$ cat src/rtl/tmds_serializer_pn_if.sv
// rtl/tmds_serializer_pn_if.sv - word handshake between TMDS encoders and the serializer
interface tmds_serializer_pn_if #(
  parameter int C_channels = 4
);
  logic [10*C_channels-1:0] in_word;
  logic                     in_valid;
  logic                     in_ready;

  modport master (output in_word, output in_valid, input in_ready);
  modport slave  (input in_word, input in_valid, output in_ready);
endinterface

$ cat src/rtl/tmds_serializer_pn.sv
// rtl/tmds_serializer_pn.sv - TMDS word serializer with registered p/n outputs
module tmds_serializer_pn #(
  parameter int                    C_channels = 4,
  parameter int                    C_ddr      = 0,
  parameter logic [C_channels-1:0] C_invert   = '0,
  parameter logic [9:0]            C_idle     = 10'b1101010100
) (
  input  logic                          i_clk_shift,
  input  logic                          i_reset,
  input  logic                          i_enable,
  tmds_serializer_pn_if.slave           s_in,
  output logic [(C_ddr+1)*C_channels-1:0] o_out_p,
  output logic [(C_ddr+1)*C_channels-1:0] o_out_n,
  output logic                          o_underflow,
  input  logic                          i_underflow_clr
);
  localparam int         L   = C_ddr + 1;
  localparam int         K   = 10 / L;
  localparam logic [3:0] KM1 = 4'(K - 1);
  localparam int         OW  = L * C_channels;

  logic [3:0]    r_cnt;
  logic [9:0]    r_shreg [C_channels];
  logic [OW-1:0] r_out_p;
  logic [OW-1:0] r_out_n;
  logic          r_underflow;

  logic          w_slot;
  logic          w_take;
  logic [OW-1:0] w_bits;

  // The last count of a word is the load slot; every channel reloads together there.
  assign w_slot        = (r_cnt == KM1);
  assign w_take        = i_enable & s_in.in_valid;
  assign s_in.in_ready = w_slot & i_enable & ~i_reset;

  // Gather the low L bits of each channel's shift register, polarity-adjusted per channel.
  always_comb begin
    w_bits = '0;
    for (int c = 0; c < C_channels; c++) begin
      for (int l = 0; l < L; l++) begin
        w_bits[L*c+l] = r_shreg[c][l] ^ C_invert[c];
      end
    end
  end

  // Word cadence, shifting, output registers and sticky underflow flag.
  always_ff @(posedge i_clk_shift) begin
    if (i_reset) begin
      r_cnt       <= KM1;
      r_out_p     <= '0;
      r_out_n     <= '1;
      r_underflow <= 1'b0;
      for (int c = 0; c < C_channels; c++) begin
        r_shreg[c] <= C_idle;
      end
    end else begin
      r_out_p <= w_bits;
      r_out_n <= ~w_bits;
      if (w_slot) begin
        r_cnt <= 4'd0;
        for (int c = 0; c < C_channels; c++) begin
          r_shreg[c] <= w_take ? s_in.in_word[10*c +: 10] : C_idle;
        end
      end else begin
        r_cnt <= r_cnt + 4'd1;
        for (int c = 0; c < C_channels; c++) begin
          r_shreg[c] <= r_shreg[c] >> L;
        end
      end
      // A missed word outranks a coincident clear so no underflow event is lost.
      if (w_slot && i_enable && !s_in.in_valid) begin
        r_underflow <= 1'b1;
      end else if (i_underflow_clr) begin
        r_underflow <= 1'b0;
      end
    end
  end

  assign o_out_p     = r_out_p;
  assign o_out_n     = r_out_n;
  assign o_underflow = r_underflow;
endmodule
$ cat src/flat_wrapper.sv
// flat-port wrapper written by rule: the top's interface ports become plain ports
module tmds_serializer_pn_flat 
#(
  parameter int                    C_channels = 4,
  parameter int                    C_ddr      = 0,
  parameter logic [C_channels-1:0] C_invert   = '0,
  parameter logic [9:0]            C_idle     = 10'b1101010100
)
  (i_clk_shift, i_reset, i_enable, o_out_p, o_out_n, o_underflow, i_underflow_clr, s_in_in_word, s_in_in_valid, s_in_in_ready);
  tmds_serializer_pn_if #(.C_channels(C_channels)) s_in_i ();
  input  logic i_clk_shift;
  input  logic i_reset;
  input  logic i_enable;
  output logic [(C_ddr+1)*C_channels-1:0] o_out_p;
  output logic [(C_ddr+1)*C_channels-1:0] o_out_n;
  output logic o_underflow;
  input  logic i_underflow_clr;
  input wire logic [$bits(s_in_i.in_word)-1:0] s_in_in_word;
  input wire logic [$bits(s_in_i.in_valid)-1:0] s_in_in_valid;
  output wire logic [$bits(s_in_i.in_ready)-1:0] s_in_in_ready;
  assign s_in_i.in_word = s_in_in_word;
  assign s_in_i.in_valid = s_in_in_valid;
  assign s_in_in_ready = s_in_i.in_ready;
  tmds_serializer_pn #(.C_channels(C_channels), .C_ddr(C_ddr), .C_invert(C_invert), .C_idle(C_idle)) u_core (.i_clk_shift(i_clk_shift), .i_reset(i_reset), .i_enable(i_enable), .s_in(s_in_i), .o_out_p(o_out_p), .o_out_n(o_out_n), .o_underflow(o_underflow), .i_underflow_clr(i_underflow_clr));
endmodule
$ cat config.mk
export PLATFORM = sky130hd
export DESIGN_NAME = tmds_serializer_pn_flat
export DESIGN_NICKNAME = d
export VERILOG_FILES = /design/src/rtl/tmds_serializer_pn_if.sv /design/src/rtl/tmds_serializer_pn.sv /design/src/flat_wrapper.sv
export SDC_FILE = /design/constraint.sdc
export NUM_CORES = 1
export LEC_CHECK = 0
export ABC_AREA = 1
export BUFFER_PORTS_ARGS = -buffer_cell sky130_fd_sc_hd__buf_2
export CAP_MARGIN = 20
export CELL_PAD_IN_SITES_DETAIL_PLACEMENT = 0
export CELL_PAD_IN_SITES_GLOBAL_PLACEMENT = 2
export CORE_ASPECT_RATIO = 0.8
export CORE_MARGIN = 4
export CORE_UTILIZATION = 29
export DETAILED_ROUTE_END_ITERATION = 7
export HOLD_SLACK_MARGIN = 0.08
export PLACE_DENSITY = 0.76
export SLEW_MARGIN = 20
export SYNTH_ARGS = -nofsm -noshare
export SYNTH_HDL_FRONTEND = slang
export SYNTH_SLANG_ARGS = --single-unit
$ cat constraint.sdc
create_clock -name i_clk_shift -period 1.4 [get_ports i_clk_shift]
set_input_delay 0.14 -clock i_clk_shift [delete_from_list [all_inputs] [get_ports i_clk_shift]]
set_output_delay 0.14 -clock i_clk_shift [all_outputs]
set_load 0.1 [all_outputs]
==> results of run 1 <==
power by group through the flow:
stage / Clock (uW) / Combinational [uW] / Sequential, uW
final: 848 / 1090 / 2030
after floorplan: 0 / 582 / 2190
after detailed placement: 0 / 1040 / 2060
after global placement: 0 / 1030 / 2060
after CTS: 903 / 1090 / 2030
after global routing: 970 / 1230 / 2050
sequential cells by signal (all words and copies together) (netlist names):
| signal | count |
|---|---|
| u_core.o_underflow | 1 |
| u_core.r_shreg | 40 |
| u_core.r_cnt | 4 |
| u_core.o_out_p | 4 |
| u_core.o_out_n | 4 |
routing by layer:
layer,track usage,share of wire,up-vias
met1,0.150,0.49,777
met4,0.0310,0.0048,0
met5,0,0,-
met3,0.0292,0.053,2
li1,-,-,959
met2,0.189,0.45,38
timing repair:
action | in CTS | in global routing
setup endpoints to repair | 28 | 35
resized for setup | 4 | 4
hold endpoints to repair | 2 | 0
hold buffers | 2 | 0
pin swaps | 3 | 0
setup buffers | 3 | 0
layout make-up:
class	count	area (sq um)
inverters	32	125
well taps	105	131
multi-input cells	194	895
clock inverters	3	17.5
fillers	834	4470
flip-flops and latches	53	1450
repair buffers	70	448
clock buffers	5	68.8
logic make-up (layout without fill, tap and decap cells):
kind of cell,after synthesis,count (layout),synth area share
DFF,53,53,0.618
xor gates and xnor gates,1,1,0.00376
buffers and inverters,40,110,0.0799
AOI/OAI and AO/OA,8,8,0.0172
other,1,38,0.00161
and+or+nand+nor,145,145,0.269
adders and majority gates,2,2,0.0107
stage by stage:
stage / TNS [ps] / cells
floorplan: -339 / 287
global placement: 0 / 449
detailed placement: -30.0 / 449
CTS: -114 / 462
global route: -821 / 462
finish: -93.3 / 462
worst max-delay path, cell delays in order, from the launching register on:
cell and delay, ps:
dfxtp_2 340, inv_2 60, ha_4 130, nand3_4 80, nor3_4 240, buf_12 210
worst min path at each step:
stage,from,end,cells past startpoint
floorplan,s_in_in_word[9],u_core.r_shreg[0][9]$_SDFFE_PP0P_,2
global placement,s_in_in_word[39],u_core.r_shreg[3][9]$_SDFFE_PP0P_,3
finish,s_in_in_word[20],u_core.r_shreg[2][0]$_DFFE_PP_,3
global route,i_underflow_clr,u_core.o_underflow$_SDFFE_PP0P_,4
CTS,s_in_in_word[20],u_core.r_shreg[2][0]$_DFFE_PP_,3
detailed placement,s_in_in_word[39],u_core.r_shreg[3][9]$_SDFFE_PP0P_,3
layout by cell type (no fill, tap or decap), drive strengths merged:
cell type,Yosys,final
o21ai,3,3
or2,4,4
ha,2,2
inv,31,31
clkbuf,0,5
clkinv,1,4
xnor2,1,1
nand4,2,2
dfxtp,15,15
a21oi,5,5
conb,1,38
nand3,18,18
nor3,1,1
nor2,19,19
nand2,101,101
edfxtp,38,38
buf,8,68
dlygate4sd3,0,2
==> metrics.txt, run 1 <==
# TYPE chip_impl_metric gauge
chip_impl_info{name="status",value="finished, violations left"} 1
chip_impl_info{name="violations",value="setup timing"} 1
chip_impl_info{name="critPathCaptureType",value="output port"} 1
chip_impl_metric{name="place_congestion",unit=""} 0.748
chip_impl_metric{name="finish.instance_area",unit="sq mm"} 0.00313
chip_impl_info{name="ys.flop_type",value="edfxtp_1"} 1
chip_impl_info{name="r2r-end",value="u_core.r_shreg[2][8]$_DFFE_PP_"} 1
chip_impl_metric{name="worst_slack",unit="ps"} -87.2
chip_impl_info{name="worstReg2RegStart",value="u_core.r_cnt[1]$_SDFF_PN0_"} 1
chip_impl_metric{name="io-pin-count",unit=""} 55
chip_impl_metric{name="clk_latency",unit="ps"} 300
chip_impl_info{name="post-synth-top-count-cell",value="nand2_1"} 1
chip_impl_metric{name="num-nets-final",unit=""} 403
chip_impl_metric{name="slew_violations",unit=""} 0
chip_impl_metric{name="grt_pass1_vias",unit=""} 1829
chip_impl_metric{name="reg2reg_setup_slack",unit="ps"} -10
chip_impl_info{name="tritoncts",value="built"} 1
chip_impl_metric{name="drive_gt1_frac",unit=""} 0.258
chip_impl_metric{name="timing.critical_path.required",unit="ps"} 1260
chip_impl_info{name="yosys-top-cells-area",value="edfxtp_1, nand2_1, dfxtp_1"} 1
chip_impl_metric{name="clk_pin_slew",unit="ps"} 100
chip_impl_metric{name="avgViaCountPerCell",unit=""} 3.84
chip_impl_metric{name="synth-edff-count",unit=""} 38
chip_impl_metric{name="i_o_buffers",unit=""} 54
chip_impl_metric{name="fp.dieArea",unit="sq mm"} 0.00955
chip_impl_metric{name="preCtsSetupSlack",unit="ps"} -17.9
chip_impl_metric{name="ys_seq_area_frac",unit=""} 0.618
chip_impl_metric{name="utilization",unit=""} 0.412
chip_impl_metric{name="whs",unit="ps"} 95.9
chip_impl_metric{name="via_count",unit=""} 1776
chip_impl_metric{name="areaGrowthSynthToFinish",unit="%"} 34.2
chip_impl_metric{name="syn-instance-count",unit=""} 250
chip_impl_metric{name="globalRouteTotalUtil",unit=""} 0.114
chip_impl_metric{name="final_antenna_net_count",unit=""} 0
chip_impl_metric{name="total_grt_overflow",unit=""} 0
chip_impl_metric{name="timing.reg2reg.worst_path_depth",unit=""} 7
chip_impl_metric{name="fp.dieW",unit="um"} 108
chip_impl_metric{name="final_wirelength",unit="mm"} 4.99
chip_impl_metric{name="maximum_operating_frequency",unit="GHz"} 0.672
chip_impl_info{name="setup.worst_path.start_class",value="register"} 1
chip_impl_metric{name="seq_power_share",unit=""} 0.511
chip_impl_metric{name="place_hpwl",unit="mm"} 3.56
chip_impl_metric{name="timing.clock.skew",unit="ps"} 6.39
chip_impl_metric{name="asyncSetResetFlopFracSynth",unit=""} 0
chip_impl_metric{name="grt_pass1_wl",unit="mm"} 8.40
chip_impl_info{name="critical_path.endpoint",value="s_in_in_ready"} 1
chip_impl_metric{name="crit_fanout",unit=""} 2
chip_impl_metric{name="grt_max_degree",unit=""} 30
chip_impl_metric{name="start_util",unit=""} 0.307
chip_impl_metric{name="antenna_found_initial",unit=""} 0
chip_impl_metric{name="power_per_cell_area",unit="mW/mm^2"} 1270
chip_impl_metric{name="finalCritPeriodShare",unit=""} 1.06
chip_impl_metric{name="power_report.internal_total",unit="uW"} 2700
chip_impl_info{name="timing.setup.critical_path_class",value="reg -> out"} 1
chip_impl_metric{name="power.share.clock",unit=""} 0.214
chip_impl_metric{name="power_switching_share",unit=""} 0.318
chip_impl_metric{name="cts_inserted_buffers",unit=""} 5
chip_impl_metric{name="ir_worst_vdd",unit="mV"} 0.478
chip_impl_metric{name="first_pass_iters",unit=""} 4
chip_impl_info{name="yosysTopAreaCell",value="edfxtp_1"} 1
chip_impl_metric{name="drc",unit=""} 0
chip_impl_metric{name="design.core.area",unit="sq mm"} 0.00760
chip_impl_info{name="startpoint",value="u_core.r_cnt[1]$_SDFF_PN0_"} 1
chip_impl_metric{name="timing.final.hold_violations",unit=""} 0
chip_impl_metric{name="yosysWarnings",unit=""} 0
chip_impl_metric{name="cp_data_arrival_time",unit="ps"} 1350
chip_impl_metric{name="maximum_buffer_depth_of_the_clock_tree",unit=""} 2
chip_impl_info{name="synth_top_cells_by_count",value="nand2_1, edfxtp_1, inv_1"} 1
chip_impl_info{name="grt_setup_unrepaired",value="true"} 1
chip_impl_info{name="hp-class",value="in -> reg"} 1
chip_impl_info{name="cts_root_buf",value="clkbuf_8"} 1
chip_impl_metric{name="yosys.area.top_type_share",unit=""} 0.489
chip_impl_metric{name="finalWorstPathRequiredPeriod",unit="ps"} 1490
chip_impl_metric{name="p_leak",unit="uW"} 0.00152
chip_impl_metric{name="report.final.setup_viol",unit=""} 2
chip_impl_metric{name="netlist_area",unit="sq mm"} 0.00233
chip_impl_metric{name="total_switching_power",unit="uW"} 1260
chip_impl_metric{name="post_detailed_route_wirelength_per_cell",unit="um"} 10.8
chip_impl_metric{name="drt-initial-drc-count",unit=""} 28
chip_impl_metric{name="tritoncts_num_sinks",unit=""} 53
chip_impl_metric{name="cap_violations",unit=""} 0
chip_impl_metric{name="placed_cell_area",unit="sq mm"} 0.00295
chip_impl_metric{name="fin_total_pwr",unit="uW"} 3970
chip_impl_metric{name="cts.htree.levels",unit=""} 2
chip_impl_metric{name="power_frac_comb",unit=""} 0.275
chip_impl_metric{name="die_h",unit="um"} 88.2
chip_impl_metric{name="synth.distinct_cells",unit=""} 22
chip_impl_metric{name="yosys_register_bits",unit=""} 53
chip_impl_metric{name="antenna-diode-count",unit=""} 0
chip_impl_metric{name="num_rows",unit=""} 28
chip_impl_metric{name="syn-mean-instance-area",unit="sq um"} 9.33
(Power assumes the default switching activity.)
==> inputs of run 2 (changes only) <==
Settings changed: REMOVE_ABC_BUFFERS set to 1.
==> metrics.txt, run 2 (synthesis gave the netlist of run 1 again) <==
# TYPE chip_impl_metric gauge
chip_impl_metric{name="cap_violations",unit=""} 0
chip_impl_metric{name="power_per_cell_area",unit="mW/mm^2"} 1300
chip_impl_metric{name="num-nets-final",unit=""} 410
chip_impl_info{name="min-delay-start",value="i_underflow_clr"} 1
chip_impl_metric{name="post_detailed_route_wirelength_per_cell",unit="um"} 11.2
chip_impl_metric{name="report.final.setup_viol",unit=""} 5
chip_impl_metric{name="finish.instance_area",unit="sq mm"} 0.00316
chip_impl_metric{name="design.core.area",unit="sq mm"} 0.00760
chip_impl_info{name="cts_root_buf",value="clkbuf_8"} 1
chip_impl_metric{name="place_congestion",unit=""} 0.718
chip_impl_metric{name="slew_violations",unit=""} 0
chip_impl_metric{name="wl_met2",unit="mm"} 2.32
chip_impl_metric{name="maximum_operating_frequency",unit="GHz"} 0.675
chip_impl_metric{name="finalCritPeriodShare",unit=""} 1.06
chip_impl_metric{name="detail_route.wirelength.met1",unit="mm"} 2.56
chip_impl_metric{name="cts.htree.levels",unit=""} 2
chip_impl_info{name="critPathCaptureType",value="output port"} 1
chip_impl_metric{name="final_wirelength",unit="mm"} 5.24
chip_impl_metric{name="preCtsSetupSlack",unit="ps"} -77.9
chip_impl_metric{name="combined_area_of_the_multi_input_logic_cells",unit="sq um"} 873
chip_impl_metric{name="met3RoutedLength",unit="um"} 313
chip_impl_metric{name="finalWorstPathRequiredPeriod",unit="ps"} 1480
chip_impl_metric{name="first_pass_iters",unit=""} 4
chip_impl_info{name="layout_common_cells",value="nand2_1, buf_2, edfxtp_1, conb_1, inv_1"} 1
chip_impl_metric{name="clk_pin_slew",unit="ps"} 90
chip_impl_info{name="grt_setup_unrepaired",value="true"} 1
chip_impl_metric{name="timing.clock.skew",unit="ps"} 2.50
chip_impl_metric{name="drt-initial-drc-count",unit=""} 53
chip_impl_metric{name="avgViaCountPerCell",unit=""} 3.99
chip_impl_metric{name="timing.critical_path.required",unit="ps"} 1260
chip_impl_metric{name="fillers",unit=""} 841
chip_impl_metric{name="cts_inserted_buffers",unit=""} 5
chip_impl_metric{name="worst_slack",unit="ps"} -82.0
chip_impl_metric{name="die_h",unit="um"} 88.2
chip_impl_metric{name="cp_data_arrival_time",unit="ps"} 1340
chip_impl_metric{name="drive_gt1_frac",unit=""} 0.261
chip_impl_metric{name="min_delay_path_depth",unit=""} 4
chip_impl_metric{name="fp.dieArea",unit="sq mm"} 0.00955
chip_impl_info{name="setup.worst_path.start_class",value="register"} 1
chip_impl_metric{name="antenna_found_initial",unit=""} 0
chip_impl_metric{name="io-pin-count",unit=""} 55
chip_impl_metric{name="setup_tns",unit="ps"} -191
chip_impl_metric{name="timing.final.hold_violations",unit=""} 0
chip_impl_metric{name="num_rows",unit=""} 28
chip_impl_info{name="violations",value="setup timing"} 1
chip_impl_metric{name="via_count",unit=""} 1869
chip_impl_metric{name="start_util",unit=""} 0.307
chip_impl_metric{name="largest_register_ffs",unit=""} 40
chip_impl_metric{name="tritoncts_num_sinks",unit=""} 53
chip_impl_info{name="mostFrequentLayoutCell",value="nand2_1"} 1
chip_impl_info{name="status",value="finished, violations left"} 1
chip_impl_metric{name="grt_max_degree",unit=""} 16
chip_impl_metric{name="grt_pass1_wl",unit="mm"} 8.54
chip_impl_info{name="topRoutingLayerUsed",value="met4"} 1
chip_impl_metric{name="ir_worst_vdd",unit="mV"} 0.464
chip_impl_metric{name="p_leak",unit="uW"} 0.00155
chip_impl_metric{name="total_grt_overflow",unit=""} 0
chip_impl_info{name="r2r-end",value="u_core.r_shreg[2][9]$_DFFE_PP_"} 1
chip_impl_info{name="tritoncts",value="built"} 1
chip_impl_metric{name="grt_pass1_vias",unit=""} 1877
chip_impl_metric{name="fp.dieW",unit="um"} 108
chip_impl_metric{name="clk_latency",unit="ps"} 300
chip_impl_metric{name="fin_cells",unit=""} 469
chip_impl_metric{name="crit_fanout",unit=""} 3
chip_impl_metric{name="maximum_buffer_depth_of_the_clock_tree",unit=""} 2
chip_impl_metric{name="antenna-diode-count",unit=""} 0
chip_impl_metric{name="timing.reg2reg.worst_path_depth",unit=""} 7
chip_impl_info{name="worstReg2RegStart",value="u_core.r_cnt[1]$_SDFF_PN0_"} 1
chip_impl_metric{name="fin_total_pwr",unit="uW"} 4100
chip_impl_info{name="timing.setup.critical_path_class",value="reg -> out"} 1
chip_impl_metric{name="dp.cells",unit=""} 453
chip_impl_metric{name="seqCellArea",unit="sq mm"} 0.00144
chip_impl_metric{name="areaGrowthSynthToFinish",unit="%"} 35.6
chip_impl_metric{name="final_antenna_net_count",unit=""} 0
chip_impl_metric{name="globalRouteTotalUtil",unit=""} 0.116
chip_impl_metric{name="i_o_buffers",unit=""} 54
chip_impl_info{name="hp-class",value="in -> reg"} 1
chip_impl_metric{name="reg2reg_setup_slack",unit="ps"} -50
chip_impl_metric{name="drc",unit=""} 0
chip_impl_metric{name="place_hpwl",unit="mm"} 3.66
chip_impl_info{name="hold_end",value="u_core.o_underflow$_SDFFE_PP0P_"} 1
chip_impl_metric{name="placed_cell_area",unit="sq mm"} 0.00295
chip_impl_info{name="max_flop_register",value="u_core.r_shreg"} 1
run 2: how the worst max path moves through the flow:
| stage | start | to | slack, ps | cells past startpoint |
|---|---|---|---|---|
| after global routing | u_core.r_cnt[1]$_SDFF_PN0_ | s_in_in_ready | -160 | 6 |
| after global placement | u_core.r_cnt[1]$_SDFF_PN0_ | u_core.r_shreg[3][5]$_DFFE_PP_ | -40 | 6 |
| final | u_core.r_cnt[1]$_SDFF_PN0_ | s_in_in_ready | -80 | 6 |
| after CTS | u_core.r_cnt[1]$_SDFF_PN0_ | s_in_in_ready | -90 | 6 |
| after detailed placement | u_core.r_cnt[1]$_SDFF_PN0_ | u_core.r_shreg[2][4]$_DFFE_PP_ | -80 | 7 |
| after floorplan | u_core.r_cnt[0]$_SDFF_PP1_ | s_in_in_ready | -1580 | 3 |
run 2: per-layer routing:
metal / global-route usage / vias to the layer above
met5: 0 / -
met4: 0.0310 / 0
met3: 0.0328 / 5
met2: 0.198 / 45
met1: 0.147 / 846
li1: - / 973
run 2: metrics by stage:
step	utilization	hold slack, ps
finish	0.416	90.7
global route	0.416	82.6
CTS	0.412	82.2
detailed placement	0.389	375
global placement	0.389	367
floorplan	-	209
run 2: where the power goes:
part	leakage, uW	switching, uW	internal (uW)
Clock	0.0000455	494	405
Sequential	0.000491	72.5	1950
Combinational	0.00102	705	476
run 2: cell type report:
class / instances / area share
Clock buffer: 8 / 0.0285
Sequential cell: 53 / 0.456
Tap cell: 105 / 0.0415
Timing Repair Buffer: 77 / 0.158
Inverter: 32 / 0.0396
Multi-Input combinational cell: 194 / 0.276
run 2: worst max-delay path, cell delays in order (launching register included):
cell and delay [ps]:
dfxtp_2 330, inv_2 60, ha_4 130, nand3_4 80, nor3_2 130, buf_4 140
buf_12 160
run 2: repair_timing:
| item | CTS | global route |
|---|---|---|
| endpoints found under the setup margin | 39 | 38 |
| hold buffers | 2 | 0 |
| setup buffers | 4 | 0 |
| gates resized for setup | 7 | 8 |
| pin swaps | 2 | 1 |
| gates cloned | 0 | 2 |
| hold endpoints to repair | 2 | 0 |
==> inputs of run 3 (changes only) <==
Settings changed: RECOVER_POWER set to 25, SLEW_MARGIN 20 to 30.
==> metrics.txt, run 3 (synthesis gave the netlist of run 1 again) <==
# TYPE chip_impl_metric gauge
chip_impl_info{name="status",value="finished, violations left"} 1
chip_impl_info{name="violations",value="setup timing"} 1
chip_impl_metric{name="drive_gt1_frac",unit=""} 0.258
chip_impl_info{name="mostFrequentLayoutCell",value="nand2_1"} 1
chip_impl_metric{name="timing.critical_path.required",unit="ps"} 1260
chip_impl_info{name="setup.worst_path.start_class",value="register"} 1
chip_impl_metric{name="maximum_buffer_depth_of_the_clock_tree",unit=""} 2
chip_impl_metric{name="seqCellArea",unit="sq mm"} 0.00144
chip_impl_metric{name="report.final.setup_viol",unit=""} 6
chip_impl_metric{name="timing.reg2reg.worst_path_depth",unit=""} 7
chip_impl_metric{name="total_grt_overflow",unit=""} 0
chip_impl_metric{name="cp_data_arrival_time",unit="ps"} 1340
chip_impl_info{name="r2r-end",value="u_core.r_shreg[2][9]$_DFFE_PP_"} 1
chip_impl_metric{name="reg2reg_setup_slack",unit="ps"} -50
chip_impl_info{name="min-delay-start",value="i_underflow_clr"} 1
chip_impl_metric{name="drc",unit=""} 0
chip_impl_info{name="worstReg2RegStart",value="u_core.r_cnt[1]$_SDFF_PN0_"} 1
chip_impl_metric{name="min_delay_path_depth",unit=""} 4
chip_impl_metric{name="grt_max_degree",unit=""} 16
chip_impl_metric{name="max-slew-margin-rel",unit=""} 0.528
chip_impl_metric{name="tritoncts_num_sinks",unit=""} 53
chip_impl_metric{name="ir_worst_vdd",unit="mV"} 0.465
chip_impl_metric{name="first_pass_iters",unit=""} 4
chip_impl_metric{name="combined_area_of_the_multi_input_logic_cells",unit="sq um"} 873
chip_impl_metric{name="finalCritPeriodShare",unit=""} 1.06
chip_impl_metric{name="start_util",unit=""} 0.307
chip_impl_metric{name="finish.instance_area",unit="sq mm"} 0.00316
chip_impl_metric{name="num_rows",unit=""} 28
chip_impl_metric{name="fp.dieArea",unit="sq mm"} 0.00955
chip_impl_metric{name="max_slew.worst_pin.slew",unit="ps"} 709
chip_impl_metric{name="die_h",unit="um"} 88.2
chip_impl_metric{name="final_wirelength",unit="mm"} 5.24
chip_impl_info{name="timing.setup.critical_path_class",value="reg -> out"} 1
chip_impl_metric{name="crit_fanout",unit=""} 3
chip_impl_metric{name="slew_violations",unit=""} 0
chip_impl_metric{name="largest_register_ffs",unit=""} 40
chip_impl_metric{name="place_congestion",unit=""} 0.718
chip_impl_metric{name="grt_pass1_wl",unit="mm"} 8.54
chip_impl_metric{name="finalWorstPathRequiredPeriod",unit="ps"} 1480
chip_impl_metric{name="design.core.area",unit="sq mm"} 0.00760
chip_impl_metric{name="antenna-diode-count",unit=""} 0
chip_impl_info{name="max_flop_register",value="u_core.r_shreg"} 1
chip_impl_metric{name="post_detailed_route_wirelength_per_cell",unit="um"} 11.2
chip_impl_metric{name="avgViaCountPerCell",unit=""} 3.98
chip_impl_metric{name="clk_pin_slew",unit="ps"} 90
chip_impl_metric{name="clk_latency",unit="ps"} 300
chip_impl_metric{name="fillers",unit=""} 840
chip_impl_metric{name="final_antenna_net_count",unit=""} 0
chip_impl_info{name="cts_root_buf",value="clkbuf_8"} 1
chip_impl_info{name="grt_setup_unrepaired",value="true"} 1
chip_impl_metric{name="io-pin-count",unit=""} 55
chip_impl_metric{name="antenna_found_initial",unit=""} 0
chip_impl_metric{name="cts.htree.levels",unit=""} 2
chip_impl_metric{name="worst_slack",unit="ps"} -82.4
chip_impl_metric{name="drt-initial-drc-count",unit=""} 53
chip_impl_metric{name="preCtsSetupSlack",unit="ps"} -77.9
chip_impl_metric{name="cts_inserted_buffers",unit=""} 5
chip_impl_metric{name="place_hpwl",unit="mm"} 3.66
chip_impl_metric{name="via_count",unit=""} 1867
chip_impl_info{name="critPathCaptureType",value="output port"} 1
chip_impl_metric{name="power_per_cell_area",unit="mW/mm^2"} 1300
chip_impl_info{name="hold_end",value="u_core.o_underflow$_SDFFE_PP0P_"} 1
chip_impl_info{name="layout_common_cells",value="nand2_1, buf_2, edfxtp_1, conb_1, inv_1"} 1
chip_impl_metric{name="cap_violations",unit=""} 0
chip_impl_info{name="hp-class",value="in -> reg"} 1
chip_impl_metric{name="fp.dieW",unit="um"} 108
chip_impl_metric{name="p_leak",unit="uW"} 0.00155
chip_impl_metric{name="num-nets-final",unit=""} 410
chip_impl_metric{name="grt_pass1_vias",unit=""} 1877
chip_impl_metric{name="globalRouteTotalUtil",unit=""} 0.116
chip_impl_metric{name="areaGrowthSynthToFinish",unit="%"} 35.5
chip_impl_metric{name="placed_cell_area",unit="sq mm"} 0.00295
chip_impl_metric{name="timing.clock.skew",unit="ps"} 3.04
chip_impl_metric{name="i_o_buffers",unit=""} 54
chip_impl_metric{name="utilization",unit=""} 0.416
chip_impl_metric{name="timing.final.hold_violations",unit=""} 0
chip_impl_metric{name="maximum_operating_frequency",unit="GHz"} 0.675
chip_impl_info{name="tritoncts",value="built"} 1
run 3: how the worst max path moves through the flow:
stage | from | end | slack [ps] | cells after the start
global route | u_core.r_cnt[1]$_SDFF_PN0_ | s_in_in_ready | -160 | 6
floorplan | u_core.r_cnt[0]$_SDFF_PP1_ | s_in_in_ready | -1580 | 3
finish | u_core.r_cnt[1]$_SDFF_PN0_ | s_in_in_ready | -80 | 6
CTS | u_core.r_cnt[1]$_SDFF_PN0_ | s_in_in_ready | -90 | 6
detailed placement | u_core.r_cnt[1]$_SDFF_PN0_ | u_core.r_shreg[2][4]$_DFFE_PP_ | -80 | 7
global placement | u_core.r_cnt[1]$_SDFF_PN0_ | u_core.r_shreg[3][5]$_DFFE_PP_ | -40 | 6
run 3: critical path, stage by stage (launching register included):
cell	delay, ps
dfxtp_2	330
inv_2	60
ha_4	130
nand3_4	80
nor3_2	130
buf_4	140
buf_12	160
run 3: area by class of cell:
| type | instances | share of cell area |
|---|---|---|
| clock buffers | 8 | 0.0285 |
| inverters | 32 | 0.0396 |
| multi-input cells | 194 | 0.276 |
| flip-flops and latches | 53 | 0.457 |
| well taps | 105 | 0.0416 |
| repair buffers | 77 | 0.157 |
run 3: stage by stage:
stage	TNS [ps]	instances	hold slack, ps	total power, uW
6_report	-193	469	90.0	4100
5_1_grt	-2420	469	82.6	4370
4_1_cts	-171	467	82.2	4100
3_5_place_dp	-774	453	375	3110
3_3_place_gp	-148	453	367	3090
2_1_floorplan	-19750	279	209	2670
run 3: metal layers:
metal / up-vias / global-route usage / routed length (um)
met5: - / 0 / 0
met4: 0 / 0.0310 / 38
met3: 5 / 0.0328 / 313
met2: 45 / 0.198 / 2320
met1: 844 / 0.147 / 2560
li1: 973 / - / -
run 3: power breakdown:
group	internal [uW]	total [uW]	switching (uW)
Sequential	1950	2020	72.5
Clock	405	900	495
Combinational	475	1180	705
run 3: repair_timing:
item / in CTS / in global routing
pin swaps: 2 / 1
hold buffers: 2 / 0
endpoints found under the hold margin: 2 / 0
buffers inserted: 4 / 0
setup endpoints to repair: 39 / 38
gates cloned: 0 / 2
resized for setup: 7 / 8
